==> config.mk <==
export PLATFORM = sky130hd
export DESIGN_NAME = win_check
export DESIGN_NICKNAME = d
export VERILOG_FILES = /design/src/rtl/connect4_pkg.sv /design/src/rtl/line4_match.sv /design/src/rtl/win_check.sv
export SDC_FILE = /design/constraint.sdc
export NUM_CORES = 1
export LEC_CHECK = 0
export CAP_MARGIN = 20
export CORE_MARGIN = 4
export CORE_UTILIZATION = 25
export DETAILED_ROUTE_END_ITERATION = 12
export HOLD_SLACK_MARGIN = 0.12
export SYNTH_ARGS = -nofsm -noshare
export SYNTH_HDL_FRONTEND = slang
export SYNTH_SLANG_ARGS = --single-unit
export TNS_END_PERCENT = 50
==> constraint.sdc <==
create_clock -name clk -period 4.1 [get_ports clk]
set_input_delay 0.615 -clock clk [delete_from_list [all_inputs] [get_ports clk]]
set_output_delay 0.615 -clock clk [all_outputs]
set_load 0.1 [all_outputs]
==> src/rtl/connect4_pkg.sv <==
// Shared board geometry, payload types and FSM state encoding for the Connect-4 datapath.
package connect4_pkg;

    localparam int unsigned ROWS     = 6;
    localparam int unsigned COLS     = 7;
    localparam int unsigned CELLS    = ROWS * COLS;
    localparam int unsigned LAST_IDX = CELLS - 1;
    localparam int unsigned IDX_W    = 6;
    localparam int unsigned POS_W    = 3;
    localparam int unsigned DIR_W    = 2;

    // Row 0 is the bottom row; index as board[row][col].
    typedef logic [ROWS-1:0][COLS-1:0] board_t;

    typedef enum logic [DIR_W-1:0] {
        DIR_H  = 2'd0,
        DIR_V  = 2'd1,
        DIR_D  = 2'd2,
        DIR_AD = 2'd3
    } dir_t;

    typedef enum logic [1:0] {
        ST_IDLE   = 2'd0,
        ST_SCAN   = 2'd1,
        ST_REPORT = 2'd2
    } wc_state_t;

endpackage

==> src/rtl/line4_match.sv <==
// Combinational four-in-a-line test for one anchor cell in all four directions.
module line4_match
    import connect4_pkg::*;
(
    input  board_t           board,
    input  logic [POS_W-1:0] row,
    input  logic [POS_W-1:0] col,
    output logic             hit,
    output dir_t             dir
);

    logic [3:0] match;

    // Walk k = 0..3 from the anchor; any step off the board kills that direction.
    always_comb begin : match_p
        int r;
        int c;
        int dr;
        int dc;
        match = '0;
        r     = 0;
        c     = 0;
        dr    = 0;
        dc    = 0;
        for (int d = 0; d < 4; d++) begin
            case (d)
                0:       begin dr = 0; dc = 1;  end
                1:       begin dr = 1; dc = 0;  end
                2:       begin dr = 1; dc = 1;  end
                default: begin dr = 1; dc = -1; end
            endcase
            match[d] = 1'b1;
            for (int k = 0; k < 4; k++) begin
                r = int'(row) + dr * k;
                c = int'(col) + dc * k;
                if (r < 0 || r >= int'(ROWS) || c < 0 || c >= int'(COLS)) begin
                    match[d] = 1'b0;
                end else if (!board[3'(r)][3'(c)]) begin
                    match[d] = 1'b0;
                end
            end
        end
    end

    // Lower direction code wins when several lines share the anchor.
    always_comb begin
        hit = |match;
        dir = DIR_H;
        if (match[0])      dir = DIR_H;
        else if (match[1]) dir = DIR_V;
        else if (match[2]) dir = DIR_D;
        else if (match[3]) dir = DIR_AD;
    end

endmodule

==> src/rtl/win_check.sv <==
// Sequential win/draw scanner: snapshots both boards on start and tests one anchor per cycle.
module win_check
    import connect4_pkg::*;
(
    input  logic             clk,
    input  logic             reset,
    input  logic             start,
    input  logic             player,
    input  board_t           board0,
    input  board_t           board1,
    output logic             busy,
    output logic             done,
    output logic             win,
    output logic             draw,
    output logic [POS_W-1:0] winRow,
    output logic [POS_W-1:0] winCol,
    output logic [DIR_W-1:0] winDir
);

    wc_state_t        state_q,   state_d;
    logic [IDX_W-1:0] idx_q,     idx_d;
    logic [POS_W-1:0] arow_q,    arow_d;
    logic [POS_W-1:0] acol_q,    acol_d;
    board_t           snap0_q,   snap0_d;
    board_t           snap1_q,   snap1_d;
    logic             player_q,  player_d;
    logic             busy_q,    busy_d;
    logic             done_q,    done_d;
    logic             win_q,     win_d;
    logic             draw_q,    draw_d;
    logic [POS_W-1:0] win_row_q, win_row_d;
    logic [POS_W-1:0] win_col_q, win_col_d;
    dir_t             win_dir_q, win_dir_d;

    board_t sel_board;
    logic   anchor_hit;
    dir_t   anchor_dir;

    assign sel_board = player_q ? snap1_q : snap0_q;

    line4_match u_line4_match (
        .board (sel_board),
        .row   (arow_q),
        .col   (acol_q),
        .hit   (anchor_hit),
        .dir   (anchor_dir)
    );

    // State register and all registered outputs.
    always_ff @(posedge clk or posedge reset) begin
        if (reset) begin
            state_q   <= ST_IDLE;
            idx_q     <= '0;
            arow_q    <= '0;
            acol_q    <= '0;
            snap0_q   <= '0;
            snap1_q   <= '0;
            player_q  <= 1'b0;
            busy_q    <= 1'b0;
            done_q    <= 1'b0;
            win_q     <= 1'b0;
            draw_q    <= 1'b0;
            win_row_q <= '0;
            win_col_q <= '0;
            win_dir_q <= DIR_H;
        end else begin
            state_q   <= state_d;
            idx_q     <= idx_d;
            arow_q    <= arow_d;
            acol_q    <= acol_d;
            snap0_q   <= snap0_d;
            snap1_q   <= snap1_d;
            player_q  <= player_d;
            busy_q    <= busy_d;
            done_q    <= done_d;
            win_q     <= win_d;
            draw_q    <= draw_d;
            win_row_q <= win_row_d;
            win_col_q <= win_col_d;
            win_dir_q <= win_dir_d;
        end
    end

    // Next-state: accept start in IDLE, early-exit on first hit, draw decision at the last anchor.
    always_comb begin
        state_d   = state_q;
        idx_d     = idx_q;
        arow_d    = arow_q;
        acol_d    = acol_q;
        snap0_d   = snap0_q;
        snap1_d   = snap1_q;
        player_d  = player_q;
        win_d     = win_q;
        draw_d    = draw_q;
        win_row_d = win_row_q;
        win_col_d = win_col_q;
        win_dir_d = win_dir_q;

        case (state_q)
            ST_IDLE: begin
                if (start) begin
                    snap0_d   = board0;
                    snap1_d   = board1;
                    player_d  = player;
                    win_d     = 1'b0;
                    draw_d    = 1'b0;
                    win_row_d = '0;
                    win_col_d = '0;
                    win_dir_d = DIR_H;
                    idx_d     = '0;
                    arow_d    = '0;
                    acol_d    = '0;
                    state_d   = ST_SCAN;
                end
            end
            ST_SCAN: begin
                if (anchor_hit) begin
                    win_d     = 1'b1;
                    win_row_d = arow_q;
                    win_col_d = acol_q;
                    win_dir_d = anchor_dir;
                    state_d   = ST_REPORT;
                end else if (idx_q == IDX_W'(LAST_IDX)) begin
                    win_d   = 1'b0;
                    draw_d  = &(snap0_q | snap1_q);
                    state_d = ST_REPORT;
                end else begin
                    idx_d = idx_q + IDX_W'(1);
                    if (acol_q == POS_W'(COLS - 1)) begin
                        acol_d = '0;
                        arow_d = arow_q + POS_W'(1);
                    end else begin
                        acol_d = acol_q + POS_W'(1);
                    end
                end
            end
            ST_REPORT: begin
                state_d = ST_IDLE;
            end
            default: begin
                state_d = ST_IDLE;
            end
        endcase

        busy_d = (state_d != ST_IDLE);
        done_d = (state_d == ST_REPORT);
    end

    assign busy   = busy_q;
    assign done   = done_q;
    assign win    = win_q;
    assign draw   = draw_q;
    assign winRow = win_row_q;
    assign winCol = win_col_q;
    assign winDir = win_dir_q;

endmodule

* After elaboration in Yosys (flattened, before gate mapping)
Cells that the tools add are included.
** Word-level totals
- Input port bits :: 88
- Logic and storage cells :: 235
- Output and inout bits :: 12
- Flip-flop bits (word level) :: 111
** Operators by class
- Reductions and logical operators :: 41
- Eq/ne operators :: 11
- Order comparisons :: 33
- Bitwise operators :: 1
- $add $sub $neg :: 12
- Multiplexer cells :: 113
** Operators by type and width (count)
- 32-bit by 4-bit >= comparator with 1-bit output (second input constant) :: 9
- 32-bit by 1-bit < comparator with 1-bit output (second input constant) :: 9
- 7-bit binary-select mux with 3-bit select :: 4
- 1-bit two-way mux :: 57
- 7-bit two-way mux :: 8
- 3-bit by 5-bit < comparator with 1-bit output (second input constant) :: 11
- 42-bit two-way mux :: 1
- 42-bit OR :: 1
- 42-bit AND reduction :: 1
- 1-bit binary-select mux with 3-bit select :: 13
- 1-bit logical OR :: 30
- 3-bit two-way mux :: 9
- 3-bit one-hot mux with 2 select lines :: 4
- 2-bit two-way mux :: 9
- 6-bit two-way mux :: 3
- 3-bit by 2-bit adder with 4-bit output (second input constant) :: 4
- 2-bit != test (second input constant) :: 6
- 6-bit one-hot mux with 2 select lines :: 1
- 3-bit by 1-bit adder with 4-bit output (second input constant) :: 2
- 2-bit one-hot mux with 2 select lines :: 2
- 4-bit AND reduction :: 2
- 3-bit by 1-bit adder with 3-bit output (second input constant) :: 2
- 6-bit by 1-bit adder with 6-bit output (second input constant) :: 1
- 6-bit == test (second input constant) :: 1
- 16 further kinds :: 21

* Depth between registers and ports, before layout
Gate-level depths: netlist of the first run.
- Depth after elaboration :: 21
- Depth in mapped cells :: 18
- Gate-level depth less buffers :: 13

* Cells and area by module
From an unflattened synthesis of the first run, not the netlist that was laid out.
** Unflattened totals
- Cell total of the unflattened synthesis :: 845
- Area, all modules :: 7563.5 µm²
** By module, submodules not included
- win_check :: area each 4988.5 µm², sequential area each 2777.7 µm², times used 1, cells each 537
- line4_match :: area each 2575.0 µm², sequential area each 0.0 µm², times used 1, cells each 308

* Worst setup path after synthesis of the first run
Ideal clock, no wire load.
- Path type :: flip-flop to flip-flop
- Start :: register arow_q[0]
- End :: register idx_q[4]
- Data arrival time :: 3.809 ns
- Slack :: 0.165 ns
- Stages on the path, launching flop included :: 17
- Clock period less this slack :: 3.935 ns
- Path through :: dfrtp_1 > buf_2 > inv_2 > buf_2 > ha_1 > xnor2_1 > buf_2 > mux4_2 > nor2_1 > a21oi_1 > nor4_1 > nor3_1 > o41ai_1 > nand4bb_4 > buf_12 > nor2_2 > a221o_1
** Between the ends
- Word-level cells in the longest chain between the ends :: 17
** Ends and longest elaborated chain
- start, declared :: line win_check.sv:22 : logic [POS_W-1:0] arow_q, arow_d;
- start signal, assigned :: line win_check.sv:69 : arow_q <= arow_d;
- parallel branches: the longest is 14 deep, another holds 3-bit by 1-bit adder with 4-bit output
- 4-bit OR reduction * :: line line4_match.sv:47 : hit = |match;
- 2-bit != test (no line) *
- 4-bit AND reduction (no line) *
- end signal, assigned :: line win_check.sv:68 : idx_q <= idx_d;
- end, declared :: line win_check.sv:21 : logic [IDX_W-1:0] idx_q, idx_d;
Every way passes the cells marked *. The select of a mux whose other input is x is not followed.
A chain may end at the register's enable or synchronous reset.

* Worst setup path after layout of the first run
Ends and elaborated chain as after synthesis.

==> results of run 1 <==
-- power by group through the flow --
stage               sequential (uW)  clock [uW]  combinational, uW
floorplan                      2230           0               4010
global placement               2290           0               6310
detailed placement             2300           0               6300
CTS                            2290         965               6330
global route                   2350        1000               6960
finish                         2280         931               6440
-- registers in the layout, indices dropped and copies added, names as in the netlist, 2 cells and up --
signal and count:
snap0_q 42, snap1_q 42, idx_q 6, acol_q 3, arow_q 3, winCol 3, winRow 3, state_q 2
winDir 2
-- layout make-up --
class / instances / area [sq um]
clock inverters: 5 / 66.3
well taps: 442 / 553
clock buffers: 11 / 243
repair buffers: 139 / 1370
inverters: 16 / 62.6
fillers: 3388 / 22300
flip-flops and latches: 111 / 2780
multi-input cells: 738 / 5060
-- Yosys cell counts (5+ instances only) --
master / number / area (sq um)
nand3_1: 18 / 90.1
a31oi_1: 6 / 37.5
o21ai_0: 10 / 50.1
nor2_1: 44 / 165
nor3_1: 11 / 55.1
o22ai_1: 22 / 138
nand2_1: 322 / 1210
a22oi_1: 11 / 82.6
mux4_2: 35 / 788
a21oi_1: 16 / 80.1
mux4_1: 5 / 131
or2_2: 6 / 37.5
nor2b_1: 7 / 43.8
o31ai_1: 7 / 52.6
dfrtp_1: 111 / 2780
buf_2: 7 / 35.0
o211ai_1: 9 / 67.6
mux2i_1: 42 / 420
nand2b_1: 6 / 37.5
inv_1: 12 / 45.0
buf_6: 5 / 56.3
clkbuf_1: 36 / 135
ha_1: 20 / 250
a211o_1: 5 / 43.8
buf_4: 6 / 45.0
mux2_2: 32 / 360
nor4_1: 6 / 37.5
and3_1: 7 / 43.8
a32oi_1: 6 / 52.6
-- worst paths after layout --
path	start	endpoint	slack (ns)	cells past startpoint
worst max-delay path	arow_q[0]$_DFFE_PP0P_	idx_q[4]$_DFFE_PP0P_	0.21	12
worst min-delay path	draw$_DFFE_PP0P_	draw$_DFFE_PP0P_	0.52	1
worst max register to register	arow_q[0]$_DFFE_PP0P_	idx_q[4]$_DFFE_PP0P_	0.21	12
worst min register to register	draw$_DFFE_PP0P_	draw$_DFFE_PP0P_	0.52	1
max in group asynchronous	reset	snap0_q[16]$_DFFE_PP0P_	2.57	3
min in group asynchronous	reset	snap0_q[27]$_DFFE_PP0P_	0.78	2
-- logic make-up after synthesis --
logic type               synth area share
AO/OA/AOI/OAI                       0.135
XOR/XNOR                          0.00655
adder cells (fa/ha/maj)            0.0305
buffers and inverters              0.0471
flip-flops                          0.338
multiplexers                        0.207
AND/OR/NAND/NOR                     0.236
-- through the flow --
stage | hold slack [ns] | setup slack (ns) | total power (uW)
after floorplan | 0.463 | 0.165 | 6240
after global placement | 0.511 | 0.221 | 8600
after detailed placement | 0.519 | 0.153 | 8600
after CTS | 0.540 | 0.135 | 9590
after global routing | 0.544 | 0.0246 | 10300
final | 0.525 | 0.210 | 9650
-- what timing repair did --
action,CTS,global route
endpoints found under the setup margin,0,9
setup buffers,0,1
resized for setup,0,1
-- per-layer routing --
layer / wire length, um / part of all wire
met1: 12900 / 0.46
met2: 12900 / 0.46
met3: 1540 / 0.054
met4: 882 / 0.031
met5: 13 / 0.00046
-- critical path, cell delays in order (launching register included) --
cell and delay, ns:
dfrtp_2 0.45, ha_1 0.39, xor2_4 0.22, buf_4 0.21, mux2_2 0.35, a32oi_1 0.27, a221oi_1 0.16, o311ai_0 0.38
a221o_1 0.18, o41ai_1 0.10, nand4bb_4 0.35, o21a_2 0.35, a221o_1 0.36
==> reports/qor.yml, run 1 <==
status:
  status: "completed"
logic_synthesis:
  synthFlopType: "dfrtp_1"
  ys.warnings.count: 0
  synth-seq-cells: 111
  yosysUniqueCellTypes: 75
  synth_edf_count: 0
  syn_nets: 1033
  synth_cells: 925
  syn_avg_cell_area_sq_um: 8.88
  synthArstFlopShare: 1.00
  yosysSeqAreaShare: 0.338
  syn-cell-area_sq_mm: 0.00822
power:
  comb_power_share: 0.667
  clock_power_share: 0.096
  p_int_uw: 4830
  p_seq_frac: 0.236
  power_switching_uw: 4820
  power.density_mw_per_mm2: 952
  leakagePower_uw: 0.00446
  sw_frac_of_total: 0.499
  irDropWorstVdd_uv: 376
global_routing:
  met3_usage: 0.0251
  grt_first_pass_wirelength_mm: 44.3
  grt_pass1_vias: 7512
  grt_max_degree: 87
  met2_usage: 0.247
  antenna_found_initial: 1
  grt.total_usage: 0.156
  grt.busiest_layer: "met2"
  overflow: 0
  use_met1: 0.218
critical_path:
  critPathCaptureType: "flop"
  worstPathMaxFanout: 13
  worst_setup_path_start_kind: "flop"
  crit_required_ns: 4.35
  cp.arrival_ns: 4.14
  critPathKind: "flop to flop"
timing:
  worst_slew_pin_slew_ns: 1.00
  rsz0062_at_grt: "no"
  finalSetupViolCount: 0
  final_max_slew_viol_count: 0
  finalHoldViolations: 0
  finalCritPeriodShare: 0.949
  period_minus_slack_ns: 3.89
  fin_setup_tns_ns: 0
  finClkSkew_ns: 0.00960
  slew_headroom: 0.328
  fmax_mhz: 257
floorplan:
  die_h_um: 189
  ioPinCount: 100
  start_util: 0.253
  die_w_um: 189
  fp.coreArea_sq_mm: 0.0325
  design.die.area_sq_mm: 0.0358
  rows: 66
route:
  ant_nets: 0
  first_iter_violations: 582
  avgRoutedWirePerCell_um: 19.3
  viasPerCell: 5.11
  drt-pass1-iter-count: 5
  vias: 7469
  post-route-drc-count: 0
  wirelength_mm: 28.2
cts:
  cts_max_level: 3
  cts-buffers-inserted: 9
  cts_hold_buf: 0
  root_buffer: "clkbuf_16"
  clk_latency_ns: 0.36
  clock_sink_count: 111
  clockBufferDepth: 2
  cts_tree: "done"
  clk_pin_slew_worst_paths_ns: 0.08
final_layout:
  fin_cells: 1462
  fin_area_sq_mm: 0.0101
  final_common_cell: "nand2_1"
  syn_to_final_growth_pct: 23.4
  fin_util: 0.312
  antenna_cells: 0
  drive_above_1_share: 0.146
  layout.nets: 1123
  layout_common_cells: "nand2_1, dfrtp_1, clkdlybuf4s50_1"
placement:
  placed_cells: 1445
  numPortBuffers: 99
  dpl_cell_area_sq_mm: 0.00982
  gp_congestion: 0.963
  hpwl_mm: 21.6
worst_hold_path:
  min_path_type: "flop to flop"
flow_run:
  drv_cap: 0
(Power assumes the default switching activity.)
==> inputs of run 2 (changes only) <==
--- a/config.mk
+++ b/config.mk
@@ -5,11 +5,15 @@
 export SDC_FILE = /design/constraint.sdc
 export NUM_CORES = 1
 export LEC_CHECK = 0
+export ABC_AREA = 1
 export CAP_MARGIN = 20
+export CELL_PAD_IN_SITES_DETAIL_PLACEMENT = 0
+export CELL_PAD_IN_SITES_GLOBAL_PLACEMENT = 1
 export CORE_MARGIN = 4
-export CORE_UTILIZATION = 25
+export CORE_UTILIZATION = 37
 export DETAILED_ROUTE_END_ITERATION = 12
 export HOLD_SLACK_MARGIN = 0.12
+export PLACE_DENSITY_LB_ADDON = 0.1
 export SYNTH_ARGS = -nofsm -noshare
 export SYNTH_HDL_FRONTEND = slang
 export SYNTH_SLANG_ARGS = --single-unit
==> reports/qor.yml, run 2 <==
cts:
  cts_tree: "done"  # unchanged
  root_buffer: "clkbuf_16"  # unchanged
  cts.repair.resized: 0  # unchanged
  cts_max_level: 3  # unchanged
  cts-buffers-inserted: 9  # unchanged
  clk_latency_ns: 0.37  # was 0.36 ns
  clockBufferDepth: 2  # unchanged
  post_cts_buffers: 0  # unchanged
  clock_sink_count: 111  # unchanged
  cts_hold_buf: 0  # unchanged
  clk_pin_slew_worst_paths_ns: 0.09  # was 0.08 ns
critical_path:
  rrSetupSlack_ns: 0.66  # was 0.21 ns
  path_cells: "inv_2 > nand2_1 > nand3_1 > nand3_1 > nand2_1 > nand2_1 > nand2_1 > nand2_1 > a21oi_1 > nand2_1 > a21oi_2 > nand3_1 > nand2_2 > nor2_1 > nand3_2 > nand2_2 > nand2_1 > nand2_1"  # was ha_1 > xor2_4 > buf_4 > mux2_2 > a32oi_1 > a221oi_1 > o311ai_0 > a221o_1 > o41ai_1 > nand4bb_4 > o21a_2 > a221o_1
  max_stage_delay_ns: 0.57  # was 0.45 ns
  critPathKind: "flop to flop"  # unchanged
  path_common_cell: "nand2_1"  # was a221o_1
  worstPathMaxFanout: 43  # was 13
  crit_family: "simple AND/OR/NAND/NOR gates"  # was compound AO/OA/AOI/OAI gates
  critPathCaptureType: "flop"  # unchanged
  cp_num_buf_inv: 1  # unchanged
  crit_required_ns: 4.35  # about the same
  critPathSlowestCell: "inv_2"  # was dfrtp_2
  cp.arrival_ns: 3.69  # was 4.14 ns
  worst_setup_path_start_kind: "flop"  # unchanged
global_routing:
  grt_first_pass_wirelength_mm: 37.3  # was 44.3 mm
  grt.total_usage: 0.211  # was 0.156
  antenna_found_initial: 0  # was 1
  grt_max_degree: 70  # was 87
  overflow: 0  # unchanged
  grt_pass1_vias: 6916  # was 7,512
logic_synthesis:
  yosysUniqueCellTypes: 37  # was 75
  synth_edf_count: 0  # unchanged
  synth_common_cells: "nand2_1, nand3_1, dfrtp_1"  # was nand2_1, dfrtp_1, nor2_1
  yosysSeqAreaShare: 0.371  # was 0.338
  ys.warnings.count: 0  # unchanged
  synth-seq-cells: 111  # unchanged
  synthArstFlopShare: 1.00  # unchanged
  synthFlopType: "dfrtp_1"  # unchanged
  yosysMostFrequentCell: "nand2_1"  # unchanged
  syn-cell-area_sq_mm: 0.00749  # was 0.00822 sq mm
  synth_area_leaders: "dfrtp_1, nand3_1, nand2_1, mux2_2, nor2_1"  # was dfrtp_1, nand2_1, mux4_2, mux2i_1, mux2_2
  syn_avg_cell_area_sq_um: 7.52  # was 8.88 sq um
  syn_nets: 1104  # was 1,033
  yosysTopAreaCell: "dfrtp_1"  # unchanged
  synth_top_area_frac: 0.371  # was 0.338
  synth_cells: 996  # was 925
timing:
  finalHoldViolations: 0  # unchanged
  fin_setup_tns_ns: 0  # unchanged
  finalCritPeriodShare: 0.838  # was 0.949
  period_minus_slack_ns: 3.44  # was 3.89 ns
  fmax_mhz: 291  # was 257 MHz
  rsz0062_at_grt: "no"  # unchanged
  slew_headroom: 0.349  # was 0.328
  final_max_slew_viol_count: 0  # unchanged
  finalSetupViolCount: 0  # unchanged
  finClkSkew_ns: 0.0130  # was 0.00960 ns
  worst_slew_pin_slew_ns: 0.973  # was 1.00 ns
route:
  ant_nets: 0  # unchanged
  avgRoutedWirePerCell_um: 17.2  # was 19.3 um
  first_iter_violations: 497  # was 582
  wirelength_mm: 23.0  # was 28.2 mm
  drt-pass1-iter-count: 7  # was 5
  viasPerCell: 5.21  # was 5.11
  vias: 6988  # was 7,469
  post-route-drc-count: 0  # unchanged
final_layout:
  final_common_cell: "nand2_1"  # unchanged
  n_fill_cell: 2006  # was 3,388
  antenna_cells: 0  # unchanged
  drive_above_1_share: 0.127  # was 0.146
  fin_area_sq_mm: 0.00904  # was 0.0101 sq mm
  syn_to_final_growth_pct: 20.7  # was 23.4%
  layout_common_cells: "nand2_1, nand3_1, dfrtp_1"  # was nand2_1, dfrtp_1, clkdlybuf4s50_1
  layout.nets: 1178  # was 1,123
  reg_top3: "snap0_q (42), snap1_q (42), idx_q (6)"  # unchanged
placement:
  numPortBuffers: 99  # unchanged
  gp_congestion: 0.912  # was 0.963
  dpl_cell_area_sq_mm: 0.00873  # was 0.00982 sq mm
  hpwl_mm: 18.0  # was 21.6 mm
power:
  p_seq_frac: 0.241  # was 0.236
  power_uw: 7830  # was 9650 uW
  comb_power_share: 0.642  # was 0.667
  leakagePower_uw: 0.00429  # was 0.00446 uW
  power_switching_uw: 4150  # was 4820 uW
  clock_power_share: 0.117  # was 0.096
  power.density_mw_per_mm2: 866  # was 952 mW/mm^2
  irDropWorstVdd_uv: 251  # was 376 uV
  p_int_uw: 3690  # was 4830 uW
  sw_frac_of_total: 0.529  # was 0.499
status:
  status: "completed"  # unchanged
worst_hold_path:
  min_path_type: "flop to flop"  # unchanged
floorplan:
  fp.coreArea_sq_mm: 0.0197  # was 0.0325 sq mm
  rows: 51  # was 66
  design.die.area_sq_mm: 0.0226  # was 0.0358 sq mm
  die_w_um: 150  # was 189 um
  start_util: 0.380  # was 0.253
  ioPinCount: 100  # unchanged
  die_h_um: 150  # was 189 um
flow_run:
  drv_cap: 0  # unchanged
-- run 2: cell count changes in the layout (fill, tap and decap cells not counted), sizes merged, moves of 24 or more --
cell,change
nand3,+233
mux2,+52
mux2i,-42
nand2,-41
mux4,-40
nor2,+31
buf,-24
-- run 2: power by group through the flow --
stage	Sequential, uW	Combinational [uW]	Clock, uW
final	1890	5030	918
after global routing	1950	5640	999
after CTS	1890	5030	956
after detailed placement	1910	5010	0
after global placement	1910	5050	0
after floorplan	1970	3550	0
-- run 2: final timing paths --
kind / start / to / cells past startpoint
setup / recovery: player_q$_DFFE_PP0P_ / idx_q[5]$_DFFE_PP0P_ / 18
hold / removal: draw$_DFFE_PP0P_ / draw$_DFFE_PP0P_ / 2
setup reg to reg: player_q$_DFFE_PP0P_ / idx_q[5]$_DFFE_PP0P_ / 18
hold reg to reg: draw$_DFFE_PP0P_ / draw$_DFFE_PP0P_ / 2
max in group asynchronous: reset / idx_q[5]$_DFFE_PP0P_ / 3
min in group asynchronous: reset / snap1_q[41]$_DFFE_PP0P_ / 2
-- run 2: kinds of logic after synthesis --
| family | Yosys count | synth area share |
|---|---|---|
| AO/OA/AOI/OAI | 32 | 0.0245 |
| XOR/XNOR | 2 | 0.00434 |
| adder cells (fa/ha/maj) | 20 | 0.0334 |
| buffers and inverters | 92 | 0.0518 |
| flip-flops | 111 | 0.371 |
| multiplexers | 84 | 0.126 |
| AND/OR/NAND/NOR | 655 | 0.389 |
-- run 2: area by class of cell --
type | count | area, sq um | area share
tap | 265 | 332 | 0.0367
timing repair buffer | 115 | 1140 | 0.126
clock inverter | 7 | 85.1 | 0.00941
sequential | 111 | 2780 | 0.307
clock buffer | 9 | 225 | 0.0249
multi-input combinational | 793 | 4340 | 0.479
inverter | 40 | 153 | 0.0169
-- run 2: metrics by stage --
| step | util | setup WS [ns] | cells | hold WS (ns) |
|---|---|---|---|---|
| 4_1_cts | 0.459 | 0.641 | 1340 | 0.498 |
| 6_report | 0.459 | 0.664 | 1340 | 0.495 |
| 2_1_floorplan | - | 0.554 | 996 | 0.497 |
| 5_1_grt | 0.459 | 0.261 | 1340 | 0.509 |
| 3_3_place_gp | 0.443 | 0.689 | 1324 | 0.462 |
| 3_5_place_dp | 0.443 | 0.687 | 1324 | 0.478 |
-- run 2: routing by layer --
metal  share of wire  vias up  GRT usage
met5               0        -          0
met2            0.44      179      0.326
li1                -     3524          -
met3           0.046       20     0.0343
met4           0.014        0     0.0535
met1            0.50     3265      0.308
-- run 2: worst min-delay path, stage by stage, from the launching register on --
cell	delay, ns
dfrtp_1	0.35
nand2_1	0.05
nand2_1	0.06
==> inputs of run 3 (changes only) <==
--- a/config.mk
+++ b/config.mk
@@ -10,7 +10,7 @@
 export CELL_PAD_IN_SITES_DETAIL_PLACEMENT = 0
 export CELL_PAD_IN_SITES_GLOBAL_PLACEMENT = 1
 export CORE_MARGIN = 4
-export CORE_UTILIZATION = 37
+export CORE_UTILIZATION = 41
 export DETAILED_ROUTE_END_ITERATION = 12
 export HOLD_SLACK_MARGIN = 0.12
 export PLACE_DENSITY_LB_ADDON = 0.1
==> constraint.sdc (replaced) <==
create_clock -name clk -period 3.29 [get_ports clk]
set_input_delay 0.4935 -clock clk [delete_from_list [all_inputs] [get_ports clk]]
set_output_delay 0.4935 -clock clk [all_outputs]
set_load 0.1 [all_outputs]
==> reports/qor.yml, run 3 (same netlist as run 2, synthesis figures left out) <==
critical_path:
  worstSetupStartpoint: "arow_q[0]$_DFFE_PP0P_"  # was player_q$_DFFE_PP0P_
  reg2reg_from: "arow_q[0]$_DFFE_PP0P_"  # was player_q$_DFFE_PP0P_
  worst_setup_path_start_kind: "flop"  # unchanged
  worstPathMaxFanout: 18  # was 43
  critPathKind: "flop to flop"  # unchanged
  critPathCaptureType: "flop"  # unchanged
  rrSetupSlack_ns: 0.36  # was 0.66 ns
  cp.arrival_ns: 3.18  # was 3.69 ns
  crit_required_ns: 3.54  # was 4.35 ns
global_routing:
  overflow: 0  # unchanged
  grt_first_pass_wirelength_mm: 36.7  # was 37.3 mm
  grt_pass1_vias: 6867  # was 6,916
  grt_max_degree: 112  # was 70
  grt.total_usage: 0.227  # was 0.211
  antenna_found_initial: 0  # unchanged
power:
  comb_power_share: 0.655  # was 0.642
  p_int_uw: 4810  # was 3690 uW
  irDropWorstVdd_uv: 449  # was 251 uV
  p_seq_frac: 0.232  # was 0.241
  sw_frac_of_total: 0.520  # was 0.529
  power.density_mw_per_mm2: 1090  # was 866 mW/mm^2
  power_switching_uw: 5200  # was 4150 uW
  clock_power_share: 0.113  # was 0.117
  leakagePower_uw: 0.00439  # was 0.00429 uW
worst_hold_path:
  min-delay-start: "draw$_DFFE_PP0P_"  # unchanged
  min_path_type: "flop to flop"  # unchanged
final_layout:
  syn_to_final_growth_pct: 22.6  # was 20.7%
  fin_area_sq_mm: 0.00919  # was 0.00904 sq mm
  fin_util: 0.511  # was 0.459
  drive_above_1_share: 0.143  # was 0.127
  layout.nets: 1195  # was 1,178
  layout_common_cells: "nand2_1, nand3_1, dfrtp_1"  # unchanged
  reg_top3: "snap0_q (42), snap1_q (42), idx_q (6)"  # unchanged
  antenna_cells: 0  # unchanged
  final_common_cell: "nand2_1"  # unchanged
  fin_cells: 1321  # was 1,340
cts:
  cts_tree: "done"  # unchanged
  cts-buffers-inserted: 9  # unchanged
  clk_pin_slew_worst_paths_ns: 0.09  # about the same
  cts_hold_buf: 0  # unchanged
  root_buffer: "clkbuf_16"  # unchanged
  clockBufferDepth: 2  # unchanged
  clock_sink_count: 111  # unchanged
  clk_latency_ns: 0.36  # was 0.37 ns
  cts_max_level: 3  # unchanged
floorplan:
  fp.coreArea_sq_mm: 0.0180  # was 0.0197 sq mm
  die_w_um: 143  # was 150 um
  ioPinCount: 100  # unchanged
  design.die.area_sq_mm: 0.0205  # was 0.0226 sq mm
  start_util: 0.417  # was 0.380
  rows: 49  # was 51
  die_h_um: 143  # was 150 um
route:
  vias: 7105  # was 6,988
  ant_nets: 0  # unchanged
  avgRoutedWirePerCell_um: 17.1  # was 17.2 um
  first_iter_violations: 595  # was 497
  drt-pass1-iter-count: 5  # was 7
  post-route-drc-count: 0  # unchanged
  wirelength_mm: 22.5  # was 23.0 mm
  viasPerCell: 5.38  # was 5.21
timing:
  final_max_slew_viol_count: 0  # unchanged
  rsz0062_at_grt: "no"  # unchanged
  worst_slew_pin_slew_ns: 0.975  # was 0.973 ns
  slew_headroom: 0.348  # was 0.349
  finalSetupViolCount: 0  # unchanged
  finalHoldViolations: 0  # unchanged
  fmax_mhz: 341  # was 291 MHz
  finalCritPeriodShare: 0.891  # was 0.838
  period_minus_slack_ns: 2.93  # was 3.44 ns
  finClkSkew_ns: 0.0107  # was 0.0130 ns
  setup_slack_ns: 0.359  # was 0.664 ns
  fin_setup_tns_ns: 0  # unchanged
placement:
  place_ws_ns: 0.0993  # was 0.687 ns
  placed_cells: 1303  # was 1,324
  gp_congestion: 0.900  # was 0.912
  numPortBuffers: 99  # unchanged
  dpl_cell_area_sq_mm: 0.00885  # was 0.00873 sq mm
  hpwl_mm: 17.6  # was 18.0 mm
flow_run:
  drv_cap: 0  # unchanged
status:
  status: "completed"  # unchanged
run 3: changes by cell type in the layout (fill, tap and decap cells not counted), sizes merged:
cell           previous run  this run
buf                      16        35
clkdlybuf4s50            99        97
clkinv                    7         6
clkinvlp                  0         1
run 3: final cells by class:
class | instances | area [sq um]
Clock buffer | 9 | 225
Multi-Input combinational cell | 793 | 4350
Tap cell | 229 | 287
Fill cell | 1812 | 8780
Clock inverter | 7 | 80.1
Inverter | 40 | 154
Timing Repair Buffer | 132 | 1310
Sequential cell | 111 | 2780
run 3: repair_timing:
item,4_1_cts,5_1_grt
gates resized for setup,0,2
buffers inserted,0,2
setup endpoints to repair,0,22
run 3: final timing paths:
path / cells after the start / to
setup / recovery: 17 / acol_q[0]$_DFFE_PP0P_
hold / removal: 2 / draw$_DFFE_PP0P_
setup reg to reg: 17 / acol_q[0]$_DFFE_PP0P_
hold reg to reg: 2 / draw$_DFFE_PP0P_
max in group asynchronous: 3 / snap0_q[3]$_DFFE_PP0P_
min in group asynchronous: 3 / snap1_q[34]$_DFFE_PP0P_
run 3: worst max-delay path: stages (launching register included):
cell	delay, ns
dfrtp_1	0.40
clkinv_1	0.14
ha_1	0.33
inv_1	0.20
buf_12	0.18
nand3_1	0.10
nand3_1	0.14
nand3_1	0.15
nand3_1	0.12
o21ai_0	0.09
o21ai_1	0.21
nand3_1	0.12
nand2_2	0.13
nor2_1	0.07
nand3_2	0.11
nand2_2	0.17
nand2_1	0.11
nand2_1	0.05
run 3: power groups by stage:
| stage | clock network (uW) | logic, uW | registers (uW) |
|---|---|---|---|
| global placement | 0 | 6470 | 2330 |
| finish | 1130 | 6550 | 2320 |
| global route | 1220 | 7330 | 2390 |
| detailed placement | 0 | 6460 | 2340 |
| CTS | 1170 | 6480 | 2320 |
| floorplan | 0 | 4430 | 2460 |
run 3: metal layers:
layer	global-route usage	vias to the layer above	part of all wire
li1	-	3557	-
met1	0.326	3327	0.48
met2	0.354	200	0.45
met3	0.0382	21	0.055
met4	0.0595	0	0.016
met5	0	-	0
run 3: through the flow:
stage / hold slack [ns] / power, uW
after floorplan: 0.497 / 6890
after global placement: 0.476 / 8800
after CTS: 0.484 / 9970
after detailed placement: 0.465 / 8800
after global routing: 0.505 / 10900
final: 0.484 / 10000
